$ cat src/rtl/reg_bank_cmd_ctrl.sv
// rtl/reg_bank_cmd_ctrl.sv - register bank command controller: in-order command FIFO driving bank pins, read responses on a stream
module reg_bank_cmd_ctrl #(
    parameter int ADDR_W     = 8,
    parameter int DATA_W     = 16,
    parameter int FIFO_DEPTH = 4,
    parameter int RD_LATENCY = 1
) (
    input  logic              clk,
    input  logic              reset,
    input  logic              cmd_valid,
    output logic              cmd_ready,
    input  logic              cmd_write,
    input  logic [ADDR_W-1:0] cmd_addr,
    input  logic [DATA_W-1:0] cmd_wdata,
    output logic              rsp_valid,
    input  logic              rsp_ready,
    output logic [DATA_W-1:0] rsp_rdata,
    output logic [ADDR_W-1:0] rsp_addr,
    output logic [ADDR_W-1:0] bank_address,
    output logic [DATA_W-1:0] bank_data_in,
    output logic              bank_rw,
    input  logic [DATA_W-1:0] bank_data_out,
    output logic              busy
);

    localparam int IDX_W = $clog2(FIFO_DEPTH);
    localparam int PTR_W = IDX_W + 1;
    localparam logic [PTR_W-1:0] PTR_ONE  = 1;
    localparam logic [1:0]       CNT_INIT = 2'(RD_LATENCY - 1);

    typedef enum logic [2:0] {IDLE, WR, RD, CAP, RESP} state_t;

    state_t            state;
    logic [1:0]        lat_cnt;
    logic [PTR_W-1:0]  wr_ptr;
    logic [PTR_W-1:0]  rd_ptr;
    logic              fifo_write [FIFO_DEPTH];
    logic [ADDR_W-1:0] fifo_addr  [FIFO_DEPTH];
    logic [DATA_W-1:0] fifo_data  [FIFO_DEPTH];

    logic empty;
    logic full;
    logic push;
    logic pop;
    logic [IDX_W-1:0] wr_idx;
    logic [IDX_W-1:0] rd_idx;

    // Extra pointer MSB separates the full and empty cases when the indices match.
    assign wr_idx    = wr_ptr[IDX_W-1:0];
    assign rd_idx    = rd_ptr[IDX_W-1:0];
    assign empty     = (wr_ptr == rd_ptr);
    assign full      = (wr_ptr[IDX_W] != rd_ptr[IDX_W]) && (wr_idx == rd_idx);
    assign cmd_ready = !full;
    assign push      = cmd_valid && !full;
    assign pop       = (state == IDLE) && !empty;
    assign busy      = (state != IDLE) || !empty;

    always_ff @(posedge clk) begin
        if (push) begin
            fifo_write[wr_idx] <= cmd_write;
            fifo_addr[wr_idx]  <= cmd_addr;
            fifo_data[wr_idx]  <= cmd_wdata;
        end
    end

    always_ff @(posedge clk or negedge reset) begin
        if (!reset) begin
            state        <= IDLE;
            lat_cnt      <= 2'd0;
            wr_ptr       <= '0;
            rd_ptr       <= '0;
            rsp_valid    <= 1'b0;
            rsp_rdata    <= '0;
            rsp_addr     <= '0;
            bank_address <= '0;
            bank_data_in <= '0;
            bank_rw      <= 1'b0;
        end else begin
            if (push) begin
                wr_ptr <= wr_ptr + PTR_ONE;
            end
            if (pop) begin
                rd_ptr <= rd_ptr + PTR_ONE;
            end
            case (state)
                IDLE: begin
                    if (!empty) begin
                        bank_address <= fifo_addr[rd_idx];
                        bank_data_in <= fifo_data[rd_idx];
                        bank_rw      <= fifo_write[rd_idx];
                        lat_cnt      <= CNT_INIT;
                        state        <= fifo_write[rd_idx] ? WR : RD;
                    end
                end
                WR: begin
                    bank_rw <= 1'b0;
                    state   <= IDLE;
                end
                RD: begin
                    if (lat_cnt == 2'd0) begin
                        state <= CAP;
                    end else begin
                        lat_cnt <= lat_cnt - 2'd1;
                    end
                end
                CAP: begin
                    rsp_rdata <= bank_data_out;
                    rsp_addr  <= bank_address;
                    rsp_valid <= 1'b1;
                    state     <= RESP;
                end
                RESP: begin
                    if (rsp_ready) begin
                        rsp_valid <= 1'b0;
                        state     <= IDLE;
                    end
                end
                default: state <= IDLE;
            endcase
        end
    end

endmodule
$ cat config.mk
export PLATFORM = sky130hd
export DESIGN_NAME = reg_bank_cmd_ctrl
export DESIGN_NICKNAME = d
export VERILOG_FILES = /design/src/rtl/reg_bank_cmd_ctrl.sv
export SDC_FILE = /design/constraint.sdc
export NUM_CORES = 1
export LEC_CHECK = 0
export ABC_AREA = 1
export CORE_ASPECT_RATIO = 0.7
export CORE_UTILIZATION = 45
export CTS_BUF_LIST = sky130_fd_sc_hd__clkbuf_4 sky130_fd_sc_hd__clkbuf_8
export CTS_CLUSTER_SIZE = 40
export DETAILED_ROUTE_END_ITERATION = 8
export GPL_ROUTABILITY_DRIVEN = 0
export GPL_TIMING_DRIVEN = 1
export PLACE_DENSITY = 0.8
export REMOVE_ABC_BUFFERS = 1
export SLEW_MARGIN = 20
export SYNTH_ARGS = -nofsm -noshare
export SYNTH_HDL_FRONTEND = slang
export SYNTH_SLANG_ARGS = --single-unit
$ cat constraint.sdc
create_clock -name clk -period 2.4 [get_ports clk]
set_clock_uncertainty 0.15 [all_clocks]
set_input_delay 0.72 -clock clk [delete_from_list [all_inputs] [get_ports clk]]
set_output_delay 0.72 -clock clk [all_outputs]
set_load 0.005 [all_outputs]
After elaboration in Yosys (flattened, before gate mapping)
Memories as Yosys holds them, arrays and structs flattened. A register that Yosys moved wholly into a read port is not among the register bits.
Cells that the tools add are included.
- bitwise logic cells: 1
- add/sub/neg operators: 3
- reduce and logical (&&, ||, !) cells: 19
- multiplexer cells: 14
- equal/unequal tests: 11
- operators with widths (operator ; number):
    3-bit one-hot mux with 4 select lines ; 1
    3-bit two-way mux ; 3
    2-bit != test (second input constant) ; 4
    3-bit by 1-bit adder with 3-bit output (second input constant) ; 2
    3-bit by 2-bit equality test with 1-bit output (second input constant) ; 2
    2-bit two-way mux ; 3
    2-bit AND reduction ; 3
    3-bit AND reduction ; 2
    2-bit nonzero test ; 3
    1-bit zero test ; 4
    1-bit two-way mux ; 4
    1-bit one-hot mux with 2 select lines ; 2
    2-bit one-hot mux with 2 select lines ; 1
    3-bit by 1-bit equality test with 1-bit output (second input constant) ; 1
    3-bit equality test ; 1
    3-bit equality test (second input constant) ; 1
    1-bit logical AND ; 3
    3-bit zero test ; 1
    3-bit nonzero test ; 1
    2-bit equality test ; 1
    2-bit zero test ; 1
    2-bit by 1-bit subtractor with 2-bit output (second input constant) ; 1
    1-bit logical OR ; 1
    1-bit != test ; 1
    1-bit NOT ; 1
- memory bits (writable): 100
- word-level logic and storage cells: 59
- memories kept: 3
- register bits: 37
- output and inout port bits: 52
- input port bits: 45
- memory list (name ; depth ; width ; read ports ; clocked after Yosys merged registers in ; wr ports ; line ; text):
    fifo_data ; 4 ; 16 ; 1 ; 1 ; 1 ; 39 ; logic [DATA_W-1:0] fifo_data [FIFO_DEPTH];
    fifo_addr ; 4 ; 8 ; 1 ; 1 ; 1 ; 38 ; logic [ADDR_W-1:0] fifo_addr [FIFO_DEPTH];
    fifo_write ; 4 ; 1 ; 1 ; 0 ; 1 ; 37 ; logic fifo_write [FIFO_DEPTH];

Depth between registers and ports, before layout
- depth after elaboration: 6
- mapped depth: 10
- mapped depth without buffers: 8

Least setup slack after synthesis
OpenSTA, ideal clock, no wires.
- path kind: reg-to-reg
- from: register rd_ptr[1]
- to: memory fifo_addr[0][0] (enable)
- setup time: 0.407 ns
- clock period less this slack: 2.559 ns
- setup slack: -0.159 ns
- path buffers: 1
- data arrival time: 2.003 ns
- cell stages (with the launch flop): 7
- data required time: 1.843 ns
- cells stage by stage: dfrtp_1 -> buf_6 -> nand2_1 -> nand2_2 -> nand4_2 -> nand2_1 -> nor2_1
- cells in the longest elaborated chain, start to end: 6
- ends and longest elaborated chain (element ; line ; text):
    start: declaration ; 36 ; logic [PTR_W-1:0] rd_ptr;
    start signal: assignment ; 83 ; rd_ptr <= rd_ptr + PTR_ONE;
    2-bit equality test ; 52 ; assign full = (wr_ptr[IDX_W] != rd_ptr[IDX_W]) && (wr_idx == rd_idx);
    1-bit logical AND ; 52 ;
    1-bit zero test ; -- ;
    via cmd_ready ; 11 ; output logic cmd_ready,
    1-bit logical AND ; 54 ; assign push = cmd_valid && !full;
    1-bit two-way mux ; 59 ; if (push) begin
    1-bit two-way mux (not written as such) ; 61 ; fifo_addr[wr_idx] <= cmd_addr;
    end: declaration ; 38 ;
The timed path passes the listed nets, and every way through them passes these cells.

Worst setup path after layout
- from: register wr_ptr[0]
- to: output busy
- cells in the longest elaborated chain, start to end: 3
- ends and longest elaborated chain (element ; line ; text):
    start: declaration ; 35 ; logic [PTR_W-1:0] wr_ptr;
    start signal: assignment ; 80 ; wr_ptr <= wr_ptr + PTR_ONE;
    3-bit equality test ; 51 ; assign empty = (wr_ptr == rd_ptr);
    1-bit zero test ; -- ;
    1-bit logical OR ; 56 ; assign busy = (state != IDLE) || !empty;
    end: declaration ; 23 ; output logic busy
No other way between the ends.

==> reports/qor.txt <==
status = complete, no violations
Clock Latency Late Sink = 0.45 ns
PnR Total Power = 0.0107 W
area delta synth->final = 27.4%
Final setup viols = 0
Nets = 669
fin area = 8120 sq um
Antenna Nets Post-Route = 0
Synth Register Bits = 161
Synth top area share = 47.1%
cell taking the most area after synthesis = edfxtp_1
grt total ovfl = 0
Rel. slew slack = 66.7%
Routed WL per cell = 17.0 um
Num CTS Buffers = 17
CTS tree = yes
DP Area = 7580 sq um
FMAX = 432 MHz
synth top area cells = edfxtp_1, dfrtp_1, nand2_1
Max IR drop VDD = 0.000470 V
worst-margin pin slew = 0.499 ns
vias per cell = 5.26
Fin. Hold Viols = 0
Mapped Cells = 502
clock slew at reported path FFs = 0.09 ns
layout cells sized above 1 = 17.3%
Core Region = 13500 sq um
yosys warns = 0
largest net degree at the start of global routing = 62
drt drc = 0
Setup WS post-layout = 0.0851 ns
Cell Area, Synth = 6370 sq um
Multi-input gate area = 1620 sq um
Die ar. = 14600 sq um
DRT iter0 DRCs = 260
RSZ-0062 raised after global routing = yes
worst r2r path cells = 6
Seq/Total Area, Yosys = 71.1%
crit path to = busy
initial core utilization = 47.2%
Die Ht = 102 um
critical path required time = 1.53 ns
die width = 144 um
syn avg cell area = 12.7 sq um
vias after detailed routing = 4292
GRT Resource Usage Total = 20.8%
element type at the critical path end = primary output
flop-to-flop setup slack = 0.44 ns
initial antenna violation count = 0
Final Max Tran Viols = 0
power density cells = 1320 nW/um^2
Cell Rows = 35
minimum clock period = 2.31 ns
ANT cells = 0
max-cap violations = 0
global-route wire length before repair = 22.6 mm
FF-to-FF Start = wr_ptr[1]
drt pass-1 iters = 5
final period utilization = 96.5%
LEAKAGE = 3.22 nW
IO Port Bufs = 96
root buffer cell = clkbuf_8
io pins = 97
post-detail-place hpwl = 8.70 mm
clock buffer depth = 2
sequential standard cell area = 4540 sq um
worst slack at placement = -0.00306 ns
hold slack = 0.124 ns
Worst Setup SP = wr_ptr[0]
vias in the first global route = 4392
DRT Wirelength = 13.8 mm
utilization after layout = 60.2%
CTS sink count = 161
worst hold path type = in2async
CP startpoint kind = flop
Setup CP Type = reg2out
worst r2r dst = fifo_write[2]
fill cell total of the finished layout = 1080
CTS H-tree depth = 4
synth unique cells = 30
Worst Path Max Fanout = 4
Arrival @ worst endpoint = 1.44 ns
-- what timing repair did --
item                       in CTS  in global routing
buffers inserted               10                  0
hold buffers                    0                  0
setup endpoints to repair       2                  2
gates cloned                    0                  0
resized for setup              13                  4
pin swaps                       2                  1
-- worst max-delay path: stages (launching register included) --
cell	delay, ns
dfrtp_2	0.43
inv_2	0.09
nand2_1	0.07
nand2_2	0.11
nand4_1	0.15
clkbuf_2	0.15
-- final cells by class --
class                   instances  share of cell area [%]
flip-flops and latches        161                    55.9
multi-input cells             292                    20.0
repair buffers                121                    14.6
clock buffers                  20                    3.39
well taps                     185                    2.85
clock inverters                12                    2.05
inverters                      25                    1.25
-- Yosys cell counts, drive strengths merged --
| cell | instances |
|---|---|
| a21oi | 1 |
| o22ai | 24 |
| mux2 | 16 |
| xnor2 | 1 |
| nor3 | 1 |
| a21bo | 1 |
| nand4 | 2 |
| buf | 12 |
| clkbuf | 12 |
| dfrtp | 61 |
| nor2 | 55 |
| o21ai | 67 |
| nand3b | 2 |
| edfxtp | 100 |
| nand2 | 100 |
| nand3 | 14 |
| xor2 | 2 |
| inv | 25 |
| ha | 6 |
-- sequential cells by signal, summed over array words and instances, names as in the netlist --
signal / flops
fifo_write: 4
fifo_data: 64
rsp_rdata: 16
bank_rw: 1
rd_ptr: 3
rsp_valid: 1
state: 3
bank_address: 8
lat_cnt: 2
rsp_addr: 8
bank_data_in: 16
fifo_addr: 32
wr_ptr: 3
-- kinds of logic (layout without fill, tap and decap cells) --
logic type	count (synthesis)	count (layout)	share of synthesized area, %
compound gates	93	93	8.27
buf+inv	49	178	4.01
flops	161	161	71.1
fa+ha+maj	6	6	1.18
mux	16	16	3.53
xor+xnor	3	3	0.412
simple gates	174	174	11.5
-- worst min path at each step --
stage / start / end / slack (ns) / depth (start not counted)
5_1_grt: reset / bank_data_in[7] / 0.13 / 2
3_3_place_gp: bank_data_in[14] / bank_data_in[14] / 0.31 / 2
4_1_cts: reset / bank_data_in[7] / 0.13 / 2
2_1_floorplan: reset / bank_address[0] / 0.27 / 0
3_5_place_dp: bank_data_in[12] / bank_data_in[12] / 0.31 / 2
6_report: reset / bank_data_in[7] / 0.12 / 2
-- through the flow --
| step | setup TNS [ns] | instances |
|---|---|---|
| 2_1_floorplan | -107.48 | 478 |
| 3_3_place_gp | 0 | 774 |
| 3_5_place_dp | -0.0346 | 774 |
| 4_1_cts | -0.0166 | 816 |
| 5_1_grt | -0.0115 | 816 |
| 6_report | 0 | 816 |
-- cell usage in the layout, fill, tap and decap left out, types with 4 or more instances in the layout --
| cell | n |
|---|---|
| nand2_1 | 93 |
| clkdlybuf4s50_1 | 93 |
| buf_4 | 21 |
| o21ai_0 | 57 |
| o22ai_1 | 24 |
| dfrtp_1 | 56 |
| dfrtp_2 | 5 |
| mux2_4 | 12 |
| inv_1 | 20 |
| nor2_1 | 51 |
| inv_4 | 6 |
| clkbuf_8 | 20 |
| ha_1 | 6 |
| buf_12 | 4 |
| o21ai_2 | 7 |
| nand2_2 | 5 |
| nand3_1 | 12 |
| mux2_2 | 4 |
| edfxtp_1 | 100 |
-- power by group --
part           switching [W]  total, W  internal (W)
logic                0.00236   0.00432       0.00196
registers           0.000389   0.00424       0.00385
clock network        0.00104   0.00218       0.00114
total                0.00379    0.0107       0.00695
-- routing by layer --
metal / track usage (%) / wire [um]
met1: 27.9 / 6010
met5: 0 / 0
met3: 5.48 / 987
met4: 6.88 / 153
met2: 33.1 / 6690
No activity file was read; power rests on OpenSTA's default activity.
